--- config.mk ---
export PLATFORM = sky130hd
export DESIGN_NAME = instr_fetch_unit_flat
export DESIGN_NICKNAME = d
export VERILOG_FILES = /design/src/rtl/instr_fetch_if.sv /design/src/rtl/instr_fetch_unit.sv /design/src/flat_wrapper.sv
export SDC_FILE = /design/constraint.sdc
export NUM_CORES = 1
export LEC_CHECK = 0
export ABC_CLOCK_PERIOD_IN_PS = 3540
export CORE_MARGIN = 4
export CORE_UTILIZATION = 35
export CTS_CLUSTER_DIAMETER = 120
export DETAILED_ROUTE_END_ITERATION = 10
export SYNTH_ARGS = -nofsm -noshare
export SYNTH_HDL_FRONTEND = slang
export SYNTH_SLANG_ARGS = --single-unit
--- constraint.sdc ---
create_clock -name clk -period 3.54 [get_ports clk]
set_input_delay 0.708 -clock clk [delete_from_list [all_inputs] [get_ports clk]]
set_output_delay 0.708 -clock clk [all_outputs]
set_load 0.02 [all_outputs]
--- src/rtl/instr_fetch_if.sv ---
// rtl/instr_fetch_if.sv - fetch-stage bus: hazard/redirect inputs, instr_mem port, IF/ID outputs.
interface instr_fetch_if;
  logic        stall;
  logic        branch_taken;
  logic [31:0] branch_target;
  logic [31:0] instruction;
  logic [31:0] addr_from_pc;
  logic [31:0] if_id_pc;
  logic [31:0] if_id_instr;
  logic        if_id_valid;
  logic        halted;
  logic        misalign_err;

  modport master (
    input  stall, branch_taken, branch_target, instruction,
    output addr_from_pc, if_id_pc, if_id_instr, if_id_valid, halted, misalign_err
  );

  modport slave (
    output stall, branch_taken, branch_target, instruction,
    input  addr_from_pc, if_id_pc, if_id_instr, if_id_valid, halted, misalign_err
  );
endinterface

--- src/rtl/instr_fetch_unit.sv ---
// rtl/instr_fetch_unit.sv - RISC-V fetch stage: PC, IF/ID register, stall, redirect, EBREAK halt, misalign trap.
module instr_fetch_unit #(
  parameter logic [31:0] RESET_PC   = 32'h0000_0000,
  parameter logic [31:0] HALT_INSTR = 32'h0010_0073,
  parameter logic [31:0] NOP_INSTR  = 32'h0000_0013
) (
  input  logic          clk,
  input  logic          rst_n,
  instr_fetch_if.master bus
);

  typedef enum logic [1:0] {
    BOOT   = 2'd0,
    RUN    = 2'd1,
    HALTED = 2'd2
  } state_t;

  state_t      state;
  logic [31:0] pc;
  logic [31:0] if_id_pc;
  logic [31:0] if_id_instr;
  logic        if_id_valid;
  logic        halted;
  logic        misalign_err;

  always_ff @(posedge clk or negedge rst_n) begin
    if (!rst_n) begin
      state        <= BOOT;
      pc           <= RESET_PC;
      if_id_pc     <= 32'h0000_0000;
      if_id_instr  <= NOP_INSTR;
      if_id_valid  <= 1'b0;
      halted       <= 1'b0;
      misalign_err <= 1'b0;
    end else begin
      case (state)
        BOOT: begin
          state <= RUN;
        end
        RUN: begin
          if (bus.branch_taken) begin
            // A redirect kills the wrong-path instruction even under stall.
            if_id_valid <= 1'b0;
            if (bus.branch_target[1:0] == 2'b00) begin
              pc          <= bus.branch_target;
              if_id_instr <= NOP_INSTR;
            end else begin
              misalign_err <= 1'b1;
              halted       <= 1'b1;
              state        <= HALTED;
            end
          end else if (!bus.stall) begin
            if_id_pc    <= pc;
            if_id_instr <= bus.instruction;
            if_id_valid <= 1'b1;
            if (bus.instruction == HALT_INSTR) begin
              halted <= 1'b1;
              state  <= HALTED;
            end else begin
              pc <= pc + 32'd4;
            end
          end
        end
        HALTED: begin
          // A stalled EBREAK stays visible in IF/ID until decode accepts it.
          if (!bus.stall) begin
            if_id_valid <= 1'b0;
          end
        end
        default: begin
          state <= BOOT;
        end
      endcase
    end
  end

  assign bus.addr_from_pc = pc;
  assign bus.if_id_pc     = if_id_pc;
  assign bus.if_id_instr  = if_id_instr;
  assign bus.if_id_valid  = if_id_valid;
  assign bus.halted       = halted;
  assign bus.misalign_err = misalign_err;

endmodule

--- src/flat_wrapper.sv ---
// flat-port wrapper written by rule: the top's interface ports become plain ports
module instr_fetch_unit_flat 
#(
  parameter logic [31:0] RESET_PC   = 32'h0000_0000,
  parameter logic [31:0] HALT_INSTR = 32'h0010_0073,
  parameter logic [31:0] NOP_INSTR  = 32'h0000_0013
)
  (clk, rst_n, bus_stall, bus_branch_taken, bus_branch_target, bus_instruction, bus_addr_from_pc, bus_if_id_pc, bus_if_id_instr, bus_if_id_valid, bus_halted, bus_misalign_err);
  instr_fetch_if bus_i ();
  input  logic clk;
  input  logic rst_n;
  input wire logic [$bits(bus_i.stall)-1:0] bus_stall;
  input wire logic [$bits(bus_i.branch_taken)-1:0] bus_branch_taken;
  input wire logic [$bits(bus_i.branch_target)-1:0] bus_branch_target;
  input wire logic [$bits(bus_i.instruction)-1:0] bus_instruction;
  output wire logic [$bits(bus_i.addr_from_pc)-1:0] bus_addr_from_pc;
  output wire logic [$bits(bus_i.if_id_pc)-1:0] bus_if_id_pc;
  output wire logic [$bits(bus_i.if_id_instr)-1:0] bus_if_id_instr;
  output wire logic [$bits(bus_i.if_id_valid)-1:0] bus_if_id_valid;
  output wire logic [$bits(bus_i.halted)-1:0] bus_halted;
  output wire logic [$bits(bus_i.misalign_err)-1:0] bus_misalign_err;
  assign bus_i.stall = bus_stall;
  assign bus_i.branch_taken = bus_branch_taken;
  assign bus_i.branch_target = bus_branch_target;
  assign bus_i.instruction = bus_instruction;
  assign bus_addr_from_pc = bus_i.addr_from_pc;
  assign bus_if_id_pc = bus_i.if_id_pc;
  assign bus_if_id_instr = bus_i.if_id_instr;
  assign bus_if_id_valid = bus_i.if_id_valid;
  assign bus_halted = bus_i.halted;
  assign bus_misalign_err = bus_i.misalign_err;
  instr_fetch_unit #(.RESET_PC(RESET_PC), .HALT_INSTR(HALT_INSTR), .NOP_INSTR(NOP_INSTR)) u_core (.clk(clk), .rst_n(rst_n), .bus(bus_i));
endmodule
==> results by group, run 1 <==
Clocking
  • # H-tree levels: 3
  • CTS buffer count: 9
  • Clk slew on worst S/H paths: 0.07 ns
  • TritonCTS clock tree: yes
  • Clock Latency Late Sink: 0.35 ns
  • CTS Hold Buffers Added: 0
  • CTS max path bufs: 2
  • CTS sink count: 101
  • Postcts setup bufs: 0
  • Cts repair resizes: 0
  • Root Driver: clkbuf_16

GRT
  • Vias in the first global route: 4966
  • Pin count of the biggest net entering global routing: 63
  • First-pass GRT wire length: 26400 µm
  • Antenna violations before repair: 0
  • Grt ovf: 0
  • Tot GR Track Use: 20.4%

Timing
  • Max Clock Freq: 0.392 GHz
  • Max-slew violations: 0
  • Hold Worst Slack: 0.461 ns
  • Post-layout min period: 2.55 ns
  • Worst-margin pin slew: 0.844 ns
  • RSZ-0062 raised after global routing: false
  • Endpoints failing setup: 0
  • Final TNS setup: 0 ns
  • Final hold violations: 0
  • Slew HR: 43.7%
  • Final WS setup: 0.988 ns
  • Worst Skew: 0.00597 ns
  • Fin crit share: 72.1%

Synth
  • Register area share after synthesis: 51.3%
  • Mapped Area: 4940 µm²
  • Synth Flop Type: dfrtp_1
  • Post-synth EDFFs: 0
  • Yosys cell types: 66
  • Yosys top cell area share: 49.7%
  • Syn. warnings: 0
  • Syn nets: 621
  • Syn Area/Cell: 8.94 µm²
  • FFs w/ async S/R, synth: 100%
  • Synth area leader: dfrtp_1
  • FF+latch count, synth: 101
  • Cell count after synthesis: 552
  • Top cells by area, synth: dfrtp_1 (50%), nand2_1 (13%), nand3b_1 (4.9%)

Flow run
  • Max Cap Viol: 0

Die
  • Top Ports: 167
  • Row count: 43
  • Die area: 16100 µm²
  • Die width: 127 µm
  • Die height: 127 µm
  • Initial Util: 35.7%
  • Core Region: 13800 µm²

Setup path
  • Critical-path top delay cell: or2_1
  • Worst path required time: 3.77 ns
  • CP Launch Point: bus_instruction[27]
  • Crit Path Category: primary input to flop
  • Worst Reg-to-Reg Cells: 6
  • Crit path DAT: 2.78 ns
  • Crit path to: u_core.bus.addr_from_pc[8]
  • Critical path capture point type: flop
  • R2R Setup Slk: 1.32 ns
  • Reg2reg end: u_core.bus.addr_from_pc[22]
  • Critical Path Fanout Max: 11
  • Crit path launch type: primary input
  • Crit-path cells: clkdlybuf4s50_1, nor4b_1, nand4_2, or2_1, a311oi_1, nor4_1
  • Max incr delay on CP: 0.46 ns
  • R2r startpoint: u_core.bus.addr_from_pc[2]

Finish
  • Most frequent cells in the layout: nand2_1 (170), clkdlybuf4s50_1 (164), dfrtp_1 (98)
  • Finished Layout Cells: 896
  • Layout cells sized above 1: 6.84%
  • Area Growth Syn to Fin: 44.3%
  • Antenna cells: 0
  • Most common cell after layout, fill and taps aside: nand2_1
  • Final net count: 780

Place
  • Placed insts: 880
  • Routability cong.: 0.846
  • Hpwl dp: 11500 µm
  • Post-Place Worst Slack: 0.654 ns
  • IO Port Bufs: 166

Drt
  • Number of DRC markers in iteration 0: 420
  • Post-route DRC: 0
  • Drt total wl: 16300 µm
  • Drt first pass iters: 5
  • DR vias/cell: 5.36
  • Vias: 4806
  • Final ANT Viol Nets: 0
  • WL/cell: 18.2 µm

Power
  • Total power: 6.00 mW
  • Worst vdd ir: 464 µV
  • Clock share of power: 17.6%
  • Pint: 3.55 mW
  • Share of power burned in combinational logic: 46.1%
  • P_leak: 3.05 nW
  • Switching share of power: 40.7%
  • Switching pwr: 2.44 mW
  • Power density over the cells: 841 nW/µm²
  • Flop pwr share: 36.3%

Min path
  • Hold Path Class: primary input to async pin

Status
  • Status: finished, final reports clean
==> cell families (layout without fill, tap and decap cells) <==
| group | Yosys count | after routing | synth area share, % |
|---|---|---|---|
| AOI/OAI and AO/OA | 86 | 86 | 11.8 |
| adders and majority gates | 1 | 1 | 0.253 |
| buffers and inverters | 39 | 203 | 3.35 |
| DFF | 101 | 101 | 51.3 |
| muxes | 3 | 3 | 0.634 |
| and+or+nand+nor | 322 | 322 | 32.7 |
==> layer usage <==
layer	wire (µm)	track usage [%]	share of wire (%)
met3	1240	5.77	7.6
met2	7540	32.9	46
met5	0	0	0
met1	7310	27.3	45
met4	240	5.05	1.5
==> power by group through the flow <==
stage	combinational (mW)	sequential (mW)	clock [mW]
floorplan	0.792	2.69	0
global placement	2.76	2.17	0
detailed placement	2.78	2.20	0
CTS	2.79	2.18	1.09
global route	2.98	2.26	1.13
finish	2.76	2.17	1.06
==> registers in the layout, summed over array words and instances (netlist names) <==
signal and cells:
u_core.bus.halted 1, u_core.bus.misalign_err 1, u_core.bus.addr_from_pc 32, u_core.bus.if_id_instr 32, u_core.bus.if_id_valid 1, u_core.bus.if_id_pc 32, u_core.state 2
==> worst max-delay path, delay by kind of cell <==
kind	cells	cell delay, ns
buffers and inverters	1	0.45
and+or+nand+nor	4	1.32
AOI/OAI and AO/OA	1	0.31
==> worst min path at each step <==
stage               slack, ns                        from  cells after the start                          to
floorplan                0.41                       rst_n                      0  u_core.bus.addr_from_pc[0]
global placement         0.45  u_core.bus.if_id_instr[27]                      2  u_core.bus.if_id_instr[27]
detailed placement       0.46           u_core.bus.halted                      1           u_core.bus.halted
CTS                      0.47   u_core.bus.if_id_instr[5]                      2   u_core.bus.if_id_instr[5]
global route             0.49  u_core.bus.if_id_instr[21]                      2  u_core.bus.if_id_instr[21]
finish                   0.46                       rst_n                      1  u_core.bus.if_id_instr[20]
==> layout make-up <==
class / instances / area (µm²)
fillers: 1293 / 6700
flip-flops and latches: 101 / 2530
multi-input cells: 412 / 2260
repair buffers: 180 / 1770
clock buffers: 9 / 225
well taps: 180 / 225
clock inverters: 7 / 90.1
inverters: 7 / 26.3
==> cell usage after synthesis (4+ instances only) <==
cell,number
nand2_1,170
dfrtp_1,98
nand3b_1,32
nor2_1,30
clkbuf_1,21
o21ai_0,19
nand3_1,13
nor3_1,12
nand4_1,11
a21oi_1,10
o22ai_1,9
inv_1,7
nor4_1,7
or3_1,7
buf_2,6
a311oi_1,5
and3_1,5
a41oi_1,4
nor4b_1,4
o211ai_1,4
o21ai_1,4
or4_1,4
==> metrics by stage <==
stage | area (µm²) | utilization, %
floorplan | 4940 | -
global placement | 6810 | 49.3
detailed placement | 6810 | 49.3
CTS | 7130 | 51.5
global route | 7130 | 51.5
finish | 7130 | 51.5
Power figures use the tool's default switching activity.
==> run 2: changes to the inputs <==
- ABC_CLOCK_PERIOD_IN_PS: 3540 -> 2300
- PLACE_DENSITY: default -> 0.67
- clock period: 3.54 -> 2.3 ns (I/O delays scaled with it)
==> results by group, run 2 (same netlist as run 1, synthesis figures left out) <==
Timing
  • Final TNS setup: 0 ns (unchanged)
  • Max Clock Freq: 0.458 GHz
  • Slew HR: 56.2% (+12 points)
  • Worst Skew: 0.00710 ns (+0.00113 ns)
  • Max-slew violations: 0 (unchanged)
  • Worst-margin pin slew: 0.658 ns (-0.187 ns)
  • Endpoints failing setup: 0 (unchanged)
  • Hold Worst Slack: 0.134 ns (-0.327 ns)
  • RSZ-0062 raised after global routing: false
  • Post-layout min period: 2.18 ns
  • Final hold violations: 0 (unchanged)
  • Fin crit share: 94.9%

Drt
  • Drt first pass iters: 5 (unchanged)
  • WL/cell: 17.6 µm (-3.7%)
  • Drt total wl: 16700 µm (+2.0%)
  • Number of DRC markers in iteration 0: 392 (-6.7%)
  • DR vias/cell: 5.25 (-2.2%)
  • Vias: 4978 (+3.6%)
  • Post-route DRC: 0 (unchanged)
  • Final ANT Viol Nets: 0 (unchanged)

Setup path
  • Crit-path cells: clkdlybuf4s50_1, nor4_2, buf_4, nand4_2, buf_12, or2_1, a311oi_1, nor2_1
  • Crit path DAT: 2.42 ns (-0.36 ns)
  • Crit path launch type: primary input
  • Max incr delay on CP: 0.45 ns (about the same)
  • Crit Path Category: primary input to flop
  • Critical-path top delay cell: clkdlybuf4s50_1
  • Critical Path Fanout Max: 10 (-1)
  • Worst path required time: 2.53 ns (-1.24 ns)
  • Critical path capture point type: flop

Power
  • P_leak: 3.32 nW (+9.0%)
  • Power density over the cells: 1230 nW/µm² (+47%)
  • Worst vdd ir: 597 µV (+29%)

Finish
  • Finished Layout Cells: 949 (+5.9%)
  • Most frequent cells in the layout: nand2_1 (170), clkdlybuf4s50_1 (164), dfrtp_1 (98)
  • Antenna cells: 0 (unchanged)
  • Area Growth Syn to Fin: 53.6%
  • Final net count: 834 (+6.9%)
  • Cell area after layout: 7580 µm² (+6.4%)
  • Most common cell after layout, fill and taps aside: nand2_1
  • Layout cells sized above 1: 13.9% (+7.1 points)

Clocking
  • CTS max path bufs: 2 (unchanged)
  • TritonCTS clock tree: yes
  • CTS Hold Buffers Added: 0 (unchanged)
  • Clock Latency Late Sink: 0.35 ns (about the same)
  • CTS sink count: 101 (unchanged)
  • CTS buffer count: 9 (unchanged)
  • # H-tree levels: 3 (unchanged)
  • Root Driver: clkbuf_16
  • Clk slew on worst S/H paths: 0.07 ns (about the same)

GRT
  • Tot GR Track Use: 20.7% (+0.26 points)
  • Vias in the first global route: 5017 (+1.0%)
  • Grt ovf: 0 (unchanged)
  • Pin count of the biggest net entering global routing: 65 (+3.2%)
  • Antenna violations before repair: 0 (unchanged)
  • First-pass GRT wire length: 26800 µm (+1.5%)

Die
  • Row count: 43 (unchanged)
  • Top Ports: 167 (unchanged)
  • Core Region: 13800 µm² (unchanged)
  • Initial Util: 35.7% (unchanged)
  • Die width: 127 µm (unchanged)
  • Die height: 127 µm (unchanged)
  • Die area: 16100 µm² (unchanged)

Min path
  • Hold Path Class: primary input to async pin

Place
  • Routability cong.: 0.910 (+7.6%)
  • IO Port Bufs: 166 (unchanged)
  • Placed Area: 7270 µm² (+6.7%)
  • Hpwl dp: 12300 µm (+6.7%)
  • Placed insts: 934 (+6.1%)

Status
  • Status: finished, final reports clean

Flow run
  • Max Cap Viol: 0 (unchanged)
==> run 2: cell count changes in the layout (fill, tap and decap cells not counted) <==
cell,previous run,this run
buf_4,14,64
buf_12,1,5
nor4b_1,4,1
nor4b_2,0,3
nor4_1,7,5
nor4_2,1,3
a311oi_1,5,4
a311oi_2,0,1
bufinv_16,2,1
clkbuf_1,0,1
clkinvlp_4,2,1
==> run 2: path summary, 6_finish.rpt <==
path | slack (ns) | endpoint | cells past startpoint | start
worst max-delay path | 0.12 | u_core.bus.addr_from_pc[5] | 8 | bus_instruction[24]
worst min register to register | 0.47 | u_core.bus.if_id_instr[28] | 2 | u_core.bus.if_id_instr[28]
worst max register to register | 0.28 | u_core.bus.addr_from_pc[22] | 6 | u_core.bus.addr_from_pc[3]
worst min-delay path | 0.13 | u_core.bus.if_id_instr[29] | 1 | rst_n
max in group asynchronous | 1.42 | u_core.bus.if_id_pc[22] | 2 | rst_n
min in group clk | 0.47 | u_core.bus.if_id_instr[28] | 2 | u_core.bus.if_id_instr[28]
==> run 2: worst max-delay path, delay by kind of cell <==
| kind | cells | cell delay (ns) |
|---|---|---|
| buf+inv | 3 | 0.80 |
| compound gates | 1 | 0.31 |
| simple gates | 4 | 0.84 |
==> run 2: report_power, final <==
group | total (mW) | internal [mW] | leakage [nW] | switching, mW
registers | 3.21 | 2.58 | 1.26 | 0.629
clock network | 1.50 | 0.833 | 0.138 | 0.663
logic | 4.66 | 2.17 | 1.92 | 2.49
total | 9.36 | 5.58 | 3.32 | 3.78
==> run 2: area by class of cell <==
class | count | area (µm²)
multi-input cells | 412 | 2290
clock inverters | 5 | 52.6
well taps | 180 | 225
fillers | 1243 | 6240
flip-flops and latches | 101 | 2530
inverters | 7 | 26.3
clock buffers | 10 | 229
repair buffers | 234 | 2230
==> run 2: per-stage QoR <==
| stage | total power, mW | worst slack, ns | utilization (%) |
|---|---|---|---|
| 2_1_floorplan | 5.36 | 0.338 | - |
| 3_3_place_gp | 7.82 | -0.274 | 52.5 |
| 3_5_place_dp | 7.92 | -0.303 | 52.5 |
| 4_1_cts | 9.45 | 0.0555 | 54.6 |
| 5_1_grt | 9.95 | 0.00440 | 54.9 |
| 6_report | 9.36 | 0.117 | 54.9 |
==> run 2: layer usage <==
metal	vias to the layer above	track usage [%]	part of all wire, %
met5	-	0	0
met1	2396	27.7	44
met2	208	33.8	47
li1	2361	-	-
met3	13	4.46	7.3
met4	0	5.99	1.2
==> run 2: what timing repair did <==
| action | 4_1_cts | 5_1_grt |
|---|---|---|
| setup endpoints to repair | 0 | 5 |
| buffers inserted | 0 | 0 |
| gates resized for setup | 0 | 6 |
==> run 3: changes to the inputs <==
- CTS_BUF_LIST: default -> sky130_fd_sc_hd__clkbuf_8
- DONT_BUFFER_PORTS: default -> 1
- PLACE_DENSITY: 0.67 -> default
==> results by group, run 3 (same netlist as run 1, synthesis figures left out) <==
GRT
  • Antenna violations before repair: 0 (unchanged)
  • Vias in the first global route: 4411 (-12%)
  • Grt ovf: 0 (unchanged)
  • Pin count of the biggest net entering global routing: 102 (+57%)
  • First-pass GRT wire length: 24700 µm (-7.8%)
  • Tot GR Track Use: 19.5% (-1.2 points)

Timing
  • Hold Worst Slack: -0.240 ns (-0.373 ns)
  • Max Clock Freq: 0.489 GHz (+6.9%)
  • Max-slew violations: 0 (unchanged)
  • Final hold violations: 101 (+101)
  • Worst-margin pin slew: 0.607 ns (-0.0504 ns)
  • Slew HR: 59.4% (+3.2 points)
  • Fin crit share: 88.8% (-6.1 points)
  • RSZ-0062 raised after global routing: false
  • Post-layout min period: 2.04 ns (-0.140 ns)
  • Worst Skew: 0.0128 ns (+0.00565 ns)
  • Endpoints failing setup: 0 (unchanged)
  • Final TNS setup: 0 ns (unchanged)

Power
  • Power density over the cells: 1330 nW/µm² (+7.6%)
  • Worst vdd ir: 542 µV (-9.2%)
  • P_leak: 2.55 nW (-23%)

Finish
  • Fillers: 1403 (+13%)
  • Final net count: 648 (-22%)
  • Most frequent cells in the layout: nand2_1 (170), dfrtp_1 (98), buf_4 (47)
  • Cell area after layout: 5620 µm² (-26%)
  • Antenna cells: 0 (unchanged)
  • Area Growth Syn to Fin: 13.8%
  • Layout cells sized above 1: 13.4% (-0.56 points)
  • Finished Layout Cells: 764 (-19%)
  • Post-layout util: 40.6% (-14 points)
  • Most common cell after layout, fill and taps aside: nand2_1

Drt
  • DR vias/cell: 5.67 (+8.2%)
  • Final ANT Viol Nets: 0 (unchanged)
  • Drt first pass iters: 4 (-1)
  • Number of DRC markers in iteration 0: 192 (-51%)
  • Post-route DRC: 0 (unchanged)
  • WL/cell: 20.6 µm (+17%)
  • Vias: 4335 (-13%)
  • Drt total wl: 15800 µm (-5.5%)

Setup path
  • Critical-path top delay cell: dfrtp_1
  • Crit Path Category: flop to flop
  • Worst path required time: 2.61 ns (+0.08 ns)
  • Max incr delay on CP: 0.53 ns (+0.08 ns)
  • Critical path capture point type: flop
  • Crit-path cells: inv_1, nor2_1, nand3_1, or4_1, a21oi_1
  • Crit path DAT: 2.35 ns (-0.07 ns)
  • Critical Path Fanout Max: 5 (-5)
  • Crit path launch type: flop

Status
  • Violated checks: hold timing
  • Status: finished with violations

Clocking
  • CTS buffer count: 9 (unchanged)
  • Root Driver: clkbuf_8
  • Clk slew on worst S/H paths: 0.10 ns (+0.03 ns)
  • # H-tree levels: 3 (unchanged)
  • Clock Latency Late Sink: 0.38 ns (+0.03 ns)
  • CTS max path bufs: 2 (unchanged)
  • TritonCTS clock tree: yes
  • CTS sink count: 101 (unchanged)
  • Postcts setup bufs: 0 (unchanged)

Place
  • Placed insts: 748 (-20%)
  • Placed Area: 5420 µm² (-25%)
  • Hpwl dp: 11400 µm (-7.2%)
  • IO Port Bufs: 0 (-100%)
  • Routability cong.: 0.895 (-1.7%)

Die
  • Initial Util: 35.7% (unchanged)
  • Die height: 127 µm (unchanged)
  • Die area: 16100 µm² (unchanged)
  • Die width: 127 µm (unchanged)
  • Core Region: 13800 µm² (unchanged)
  • Row count: 43 (unchanged)
  • Top Ports: 167 (unchanged)

Flow run
  • Max Cap Viol: 0 (unchanged)

Min path
  • Hold Path Class: primary input to async pin
==> run 3: cell types whose count changed in the layout (fill, tap and decap cells not counted), moves of 3 or more <==
cell / before / now
buf_12: 5 / 1
buf_4: 64 / 47
clkbuf_16: 9 / 0
clkbuf_8: 0 / 11
clkdlybuf4s50_1: 164 / 0
inv_1: 7 / 10
nor4b_1: 1 / 4
nor4b_2: 3 / 0
==> run 3: per-stage QoR <==
step | setup WS, ns | power [mW]
floorplan | 0.338 | 5.36
global placement | 0.122 | 6.26
detailed placement | 0.0376 | 6.37
CTS | 0.288 | 7.57
global route | 0.101 | 7.97
finish | 0.257 | 7.46
==> run 3: timing repair <==
item,CTS,global route
hold endpoints to repair,101,101
resized for setup,0,0
endpoints found under the setup margin,0,0
==> run 3: per-layer routing <==
metal / up-vias / part of all wire, % / global-route usage (%) / wire length [µm]
li1: 1997 / - / - / -
met1: 2144 / 39 / 23.8 / 6210
met2: 177 / 48 / 31.6 / 7540
met3: 17 / 11 / 7.92 / 1780
met4: 0 / 1.4 / 6.37 / 223
met5: - / 0 / 0 / 0
==> run 3: report_power, final <==
part | switching (mW) | leakage, nW | internal, mW
Combinational | 1.45 | 1.17 | 0.849
Sequential | 1.41 | 1.26 | 2.57
Clock | 0.629 | 0.113 | 0.551
Total | 3.49 | 2.55 | 3.97
==> run 3: cell type report <==
class	count	area, µm²	area share (%)
Multi-Input combinational cell	412	2260	40.3
Timing Repair Buffer	48	373	6.64
Clock inverter	5	46.3	0.824
Tap cell	180	225	4.01
Clock buffer	11	151	2.70
Sequential cell	101	2530	45.1
Inverter	7	26.3	0.468
==> run 3: path summary, 6_finish.rpt <==
kind,startpoint,endpoint,slack (ns),depth (start not counted)
worst max register to register,u_core.bus.addr_from_pc[6],u_core.bus.addr_from_pc[26],0.26,5
worst min register to register,u_core.state[1],u_core.state[0],0.49,1
max in group asynchronous,rst_n,u_core.bus.if_id_instr[0],2.33,0
min in group clk,bus_branch_target[21],u_core.bus.addr_from_pc[21],0.19,2
worst min-delay path,rst_n,u_core.bus.if_id_instr[25],-0.24,0
worst max-delay path,u_core.bus.addr_from_pc[6],u_core.bus.addr_from_pc[26],0.26,5
==> run 3: worst max-delay path: cells and delay by family, from the launching register on <==
family          cells  cell delay (ns)
simple gates        3             1.09
buf+inv             1             0.21
flops               1             0.53
compound gates      1             0.14
==> edit 1: new RTL, flow settings as in run 2 <==
Re-encode `state_t` (3 states) as one-hot, 3 bits wide.
--- a/src/rtl/instr_fetch_unit.sv
+++ b/src/rtl/instr_fetch_unit.sv
@@ -11,6 +11,6 @@
 
-  typedef enum logic [1:0] {
-    BOOT   = 2'd0,
-    RUN    = 2'd1,
-    HALTED = 2'd2
+  typedef enum logic [2:0] {
+    BOOT   = 3'b001,
+    RUN    = 3'b010,
+    HALTED = 3'b100
   } state_t;
Behaviour: same outputs for any inputs over 4 cycles, from zero or initial values and one cycle with rst_n low; so few cycles prove little.
==> edit 1 against run 2 <==
Largest power group unchanged; combinational power down 21%; largest cell class unchanged; final area up 0.73%; power down 12%; sequential cell count up 1; critical path type is now register to register; routed wire length up 1.5%; synthesized area down 0.71%; setup slack worse by 0.042 ns.
==> edit 1: results (changes against run 2) <==
Peak supply drop -> 0.481 mV (-19%)
CTS HTree Levels -> 3 (unchanged)
Drt first-iter violations -> 274 (-30%)
Finished Layout Cells -> 896 (-5.6%)
Root buf cell -> sky130_fd_sc_hd__clkbuf_16
Final RePlAce weighted congestion -> 0.959 (+5.4%)
Area post-placement -> 7300 um^2 (+0.52%)
Dominant cells by area after synthesis -> sky130_fd_sc_hd__dfrtp_1 50%, sky130_fd_sc_hd__nand2_1 7.7%, sky130_fd_sc_hd__a22o_1 5.2%
Most used flip-flop cell after synthesis -> sky130_fd_sc_hd__dfrtp_1
Synthesized instance count -> 493 (-11%)
Largest fanout of any net on the critical path -> 4 (-6)
Synthesized Nets -> 562 (-9.5%)
Detailed-route vias per instance -> 5.50 (+4.8%)
Wire length per cell -> 18.9 um (+7.5%)
First-pass GRT wire length -> 26,900 um (+0.18%)
Maximum cell stage delay along the critical path -> 0.52 ns (+0.07 ns)
Fraction of final layout cells with drive strength greater than 1 -> 0.167 (+0.0275)
GR Util All Layers -> 0.210 (+0.00297)
Number of diodes added for antenna fixing -> 0 (unchanged)
Fraction of the yosys area taken by sequential cells -> 0.522 (+0.00902)
Number of gates given a new drive strength after cts -> 0 (unchanged)
Cell with the biggest individual delay on the critical path -> sky130_fd_sc_hd__or3_2
Largest net degree at the start of global routing -> 43 (-34%)
Number of cells after detailed placement -> 880 (-5.8%)
Top cell types by occurrence after synthesis -> 101 x sky130_fd_sc_hd__nand2_1, 98 x sky130_fd_sc_hd__dfrtp_1, 29 x sky130_fd_sc_hd__a22o_1, 24 x sky130_fd_sc_hd__clkbuf_1
Clock Tree Buf Depth -> 2 (unchanged)
I/O Buffers -> 166 (unchanged)
Clock latency of the later-clocked register in the worst-skew pair -> 0.35 ns (about the same)
Pre-antenna DRT Iters -> 5 (unchanged)
Vias in the first global route -> 5,064 (+0.94%)
Netlist cell types -> 63 (-4.5%)
Total half-perimeter wirelength after legalization and detailed placement -> 12,700 um (+3.5%)
Leakage -> 3.33 nW (+0.25%)
Actual slew at the worst max-slew pin -> 0.432 ns (-0.225 ns)
Run status -> completed
Clock tree skew after final layout -> 0.00511 ns (-0.00199 ns)
WP data arrival -> 2.46 ns (+0.04 ns)
Final Net Count -> 784 (-6.0%)
edit 1: final cells by class:
type,count,area [um^2]
Fill cell,1246,5810
Tap cell,176,220
Sequential cell,102,2560
Clock inverter,4,70.1
Timing Repair Buffer,244,2320
Multi-Input combinational cell,350,2180
Clock buffer,12,256
Inverter,8,30.0
edit 1: metrics by stage:
| stage | TNS (ns) | setup slack [ns] | hold WS, ns | utilization |
|---|---|---|---|---|
| 6_report | 0 | 0.0753 | 0.0134 | 0.568 |
| 5_1_grt | 0 | 0.00607 | 0.0314 | 0.568 |
| 4_1_cts | 0 | 0.0374 | 0.0116 | 0.567 |
| 3_5_place_dp | -7.50 | -0.228 | 0.386 | 0.543 |
| 3_3_place_gp | -5.52 | -0.205 | 0.382 | 0.543 |
| 2_1_floorplan | 0 | 0.0684 | 0.164 | - |
edit 1: path summary, 6_finish.rpt:
path / startpoint / endpoint / slack [ns]
setup / recovery: u_core.state[2]$_DFFE_PN0P_ / u_core.bus.addr_from_pc[14]$_DFFE_PN0P_ / 0.08
hold / removal: rst_n / u_core.bus.if_id_pc[1]$_DFFE_PN0P_ / 0.01
setup reg to reg: u_core.state[2]$_DFFE_PN0P_ / u_core.bus.addr_from_pc[14]$_DFFE_PN0P_ / 0.08
hold reg to reg: u_core.bus.halted$_DFFE_PN0P_ / u_core.bus.halted$_DFFE_PN0P_ / 0.47
max in group asynchronous: rst_n / u_core.bus.if_id_instr[25]$_DFFE_PN0P_ / 1.64
min in group clk: u_core.bus.halted$_DFFE_PN0P_ / u_core.bus.halted$_DFFE_PN0P_ / 0.47
edit 1: layer usage:
layer | GRT usage | share of wire | vias up
li1 | - | - | 2304
met1 | 0.267 | 0.42 | 2361
met2 | 0.343 | 0.48 | 239
met3 | 0.0576 | 0.084 | 23
met4 | 0.0770 | 0.022 | 0
met5 | 0 | 0 | -
edit 1: report_power, final:
group          switching, mW  total, mW  internal, mW
registers              0.430       2.87          2.44
logic                   1.84       3.69          1.85
clock network          0.658       1.67          1.01
edit 1: kinds of logic (layout without fill, tap and decap cells):
logic type | count (synthesis) | in the layout | synth area share
simple gates | 235 | 235 | 0.246
compound gates | 109 | 109 | 0.183
flops | 102 | 102 | 0.522
buf+inv | 41 | 268 | 0.0365
mux | 4 | 4 | 0.00842
fa+ha+maj | 1 | 1 | 0.00255
xor+xnor | 1 | 1 | 0.00179
edit 1: worst reg2reg max path, cell delays in order (launching register included):
cell and delay (ns):
sky130_fd_sc_hd__dfrtp_1 0.37, sky130_fd_sc_hd__or3b_1 0.47, sky130_fd_sc_hd__or3_2 0.52, sky130_fd_sc_hd__a21oi_4 0.22, sky130_fd_sc_hd__nor2_2 0.08, sky130_fd_sc_hd__buf_4 0.16, sky130_fd_sc_hd__a211o_1 0.29
==> edit 2: new RTL, settings of run 2 <==
Made on the original files. `NOP_INSTR` is set to 32'h0000_0013 in 2 places; all go to 32'h00000009.
--- a/src/rtl/instr_fetch_unit.sv
+++ b/src/rtl/instr_fetch_unit.sv
@@ -4,3 +4,3 @@
   parameter logic [31:0] HALT_INSTR = 32'h0010_0073,
-  parameter logic [31:0] NOP_INSTR  = 32'h0000_0013
+  parameter logic [31:0] NOP_INSTR  = 32'h00000009
 ) (
--- a/src/flat_wrapper.sv
+++ b/src/flat_wrapper.sv
@@ -5,3 +5,3 @@
   parameter logic [31:0] HALT_INSTR = 32'h0010_0073,
-  parameter logic [31:0] NOP_INSTR  = 32'h0000_0013
+  parameter logic [31:0] NOP_INSTR  = 32'h00000009
 )
Function: changed (a bounded check fails within 4 cycles, from zero or initial values and one cycle with rst_n low).
==> edit 2 against run 2 <==
Synthesized cell count fell by 3.3%; combinational power fell by 2%; utilization rose by 0.57 points; via count fell by 3.6%; power fell by 1.1%; setup slack improved by 0.097 ns; routed wire length fell by 4.5%; maximum frequency rose by 4.6%; synthesized area fell by 2.9%; final cell count fell by 2.8%; sequential cell count did not move; die area fell by 2.8%; final area fell by 2.5%; clock skew barely moved.
==> edit 2: results (changes against run 2) <==
Top cell types by occurrence after synthesis -> 170 x sky130_fd_sc_hd__nand2_1, 99 x sky130_fd_sc_hd__dfrtp_1, 50 x sky130_fd_sc_hd__o21ai_0, 26 x sky130_fd_sc_hd__clkbuf_1, 22 x sky130_fd_sc_hd__nor2_1
Worst R2R Setup Slack -> 0.28 ns (about the same)
Actual slew at the worst max-slew pin -> 0.611 ns (-0.0469 ns)
Switching part of the total -> 0.396 (-0.00744)
Worst setup endpoint -> u_core.bus.addr_from_pc[2]$_DFFE_PN0P_
Startpoint of the most critical setup path -> bus_instruction[11]
Clock Tree Buf Depth -> 2 (unchanged)
Post-synthesis async set-or-reset flop share -> 1.00 (unchanged)
Antenna violations before repair -> 0 (unchanged)
I/O Buffers -> 166 (unchanged)
Root buf cell -> sky130_fd_sc_hd__clkbuf_16
Number of diodes added for antenna fixing -> 0 (unchanged)
Drt first-iter violations -> 274 (-30%)
Peak supply drop -> 0.471 mV (-21%)
Synthesis warning total -> 0 (unchanged)
Run status -> completed
Origin of the critical flop-to-flop path -> u_core.bus.addr_from_pc[17]$_DFFE_PN0P_
Wire length per cell -> 17.3 um (-1.7%)
Most used flip-flop cell after synthesis -> sky130_fd_sc_hd__dfrtp_1
Vias in the first global route -> 4,901 (-2.3%)
GR Util All Layers -> 0.201 (-0.00592)
Pre-CTS WS -> -0.311 ns (-0.00850 ns)
Fraction of the yosys area taken by sequential cells -> 0.528 (+0.0153)
Dominant cells by area after synthesis -> sky130_fd_sc_hd__dfrtp_1 52%, sky130_fd_sc_hd__nand2_1 13%, sky130_fd_sc_hd__o21ai_0 5.2%
First-pass GRT wire length -> 25,400 um (-5.2%)
Fraction of final layout cells with drive strength greater than 1 -> 0.137 (-0.00241)
Setup crit end kind -> register
Pre-antenna DRT Iters -> 5 (unchanged)
Detailed-route vias per instance -> 5.20 (-0.81%)
Total half-perimeter wirelength after legalization and detailed placement -> 12,000 um (-2.2%)
Synthesized Nets -> 603 (-2.9%)
Final Net Count -> 810 (-2.9%)
R2r endpoint -> u_core.bus.addr_from_pc[31]$_DFFE_PN0P_
Leakage -> 3.25 nW (-2.3%)
Netlist cell types -> 62 (-6.1%)
Reg2reg path depth -> 5 (-1)
CTS HTree Levels -> 3 (unchanged)
Worst min path class -> primary input to asynchronous set/reset pin
Clock buffers created by TritonCTS -> 9 (unchanged)
Most common cell in the synthesized netlist -> sky130_fd_sc_hd__nand2_1
Largest net degree at the start of global routing -> 65 (unchanged)
Number of inserted filler cells in the final layout -> 1,221 (-1.8%)
Clock latency of the later-clocked register in the worst-skew pair -> 0.35 ns (about the same)
WP data arrival -> 2.32 ns (-0.10 ns)
Largest fanout of any net on the critical path -> 16 (+6)
Clock tree skew after final layout -> 0.00736 ns (+0.000252 ns)
Clock-pin slew reported for the worst setup and hold paths after clock tree synthesis -> 0.07 ns (about the same)
Fmax -> 479 MHz (+4.6%)
Final RePlAce weighted congestion -> 0.884 (-2.9%)
==> edit 2: cell count changes after synthesis, sizes merged, moves of 4 or more <==
cell,delta
clkbuf,+5
o22ai,-7
buf,-6
o21ai,+27
and3,+4
o221a,+5
a211o,+5
nor2,-9
nand3b,-31
nand3,+4
==> edit 2: routing by layer <==
layer,part of all wire,up-vias,GRT usage
li1,-,2299,-
met4,0.028,0,0.0835
met2,0.50,165,0.346
met1,0.42,2301,0.247
met3,0.053,32,0.0401
met5,0,-,0
==> edit 2: metrics by stage <==
stage | cells | utilization | hold WS [ns] | instance area, um^2
3_3_place_gp | 906 | 0.531 | 0.393 | 7090
6_report | 922 | 0.554 | 0.0235 | 7400
2_1_floorplan | 534 | - | 0.164 | 4790
5_1_grt | 922 | 0.554 | 0.0449 | 7400
4_1_cts | 922 | 0.553 | 0.0177 | 7380
3_5_place_dp | 906 | 0.531 | 0.398 | 7090
==> edit 2: power groups by stage <==
stage               registers [mW]  clock network [mW]  logic [mW]
floorplan                     4.10                   0        1.18
global placement              3.17                   0        4.50
detailed placement            3.21                   0        4.58
CTS                           3.19                1.56        4.60
global route                  3.31                1.63        4.85
finish                        3.19                1.52        4.55
==> edit 2: critical path: stages <==
cell and delay [ns]:
sky130_fd_sc_hd__clkdlybuf4s50_1 0.43, sky130_fd_sc_hd__nor4b_1 0.32, sky130_fd_sc_hd__nand4_1 0.28, sky130_fd_sc_hd__o21ai_2 0.26, sky130_fd_sc_hd__buf_12 0.17, sky130_fd_sc_hd__nand2_1 0.11, sky130_fd_sc_hd__mux2_2 0.29
==> edit 2: layout make-up <==
class                           instances  area, um^2  area share
Timing Repair Buffer                  227        2180       0.295
Clock buffer                           11         243      0.0328
Tap cell                              176         220      0.0298
Clock inverter                          5        50.0     0.00676
Multi-Input combinational cell        394        2150       0.290
Inverter                                8        30.0     0.00406
Sequential cell                       101        2530       0.342
==> edit 2: cell families after synthesis <==
kind of cell,count (synthesis),share of synthesized area
multiplexers,3,0.00653
buffers and inverters,39,0.0319
AO/OA/AOI/OAI,115,0.163
AND/OR/NAND/NOR,275,0.268
flip-flops,101,0.528
adder cells (fa/ha/maj),1,0.00261
==> edit 2: what timing repair did <==
action,in CTS,in global routing
setup endpoints to repair,0,14
resized for setup,0,4
setup buffers,0,0
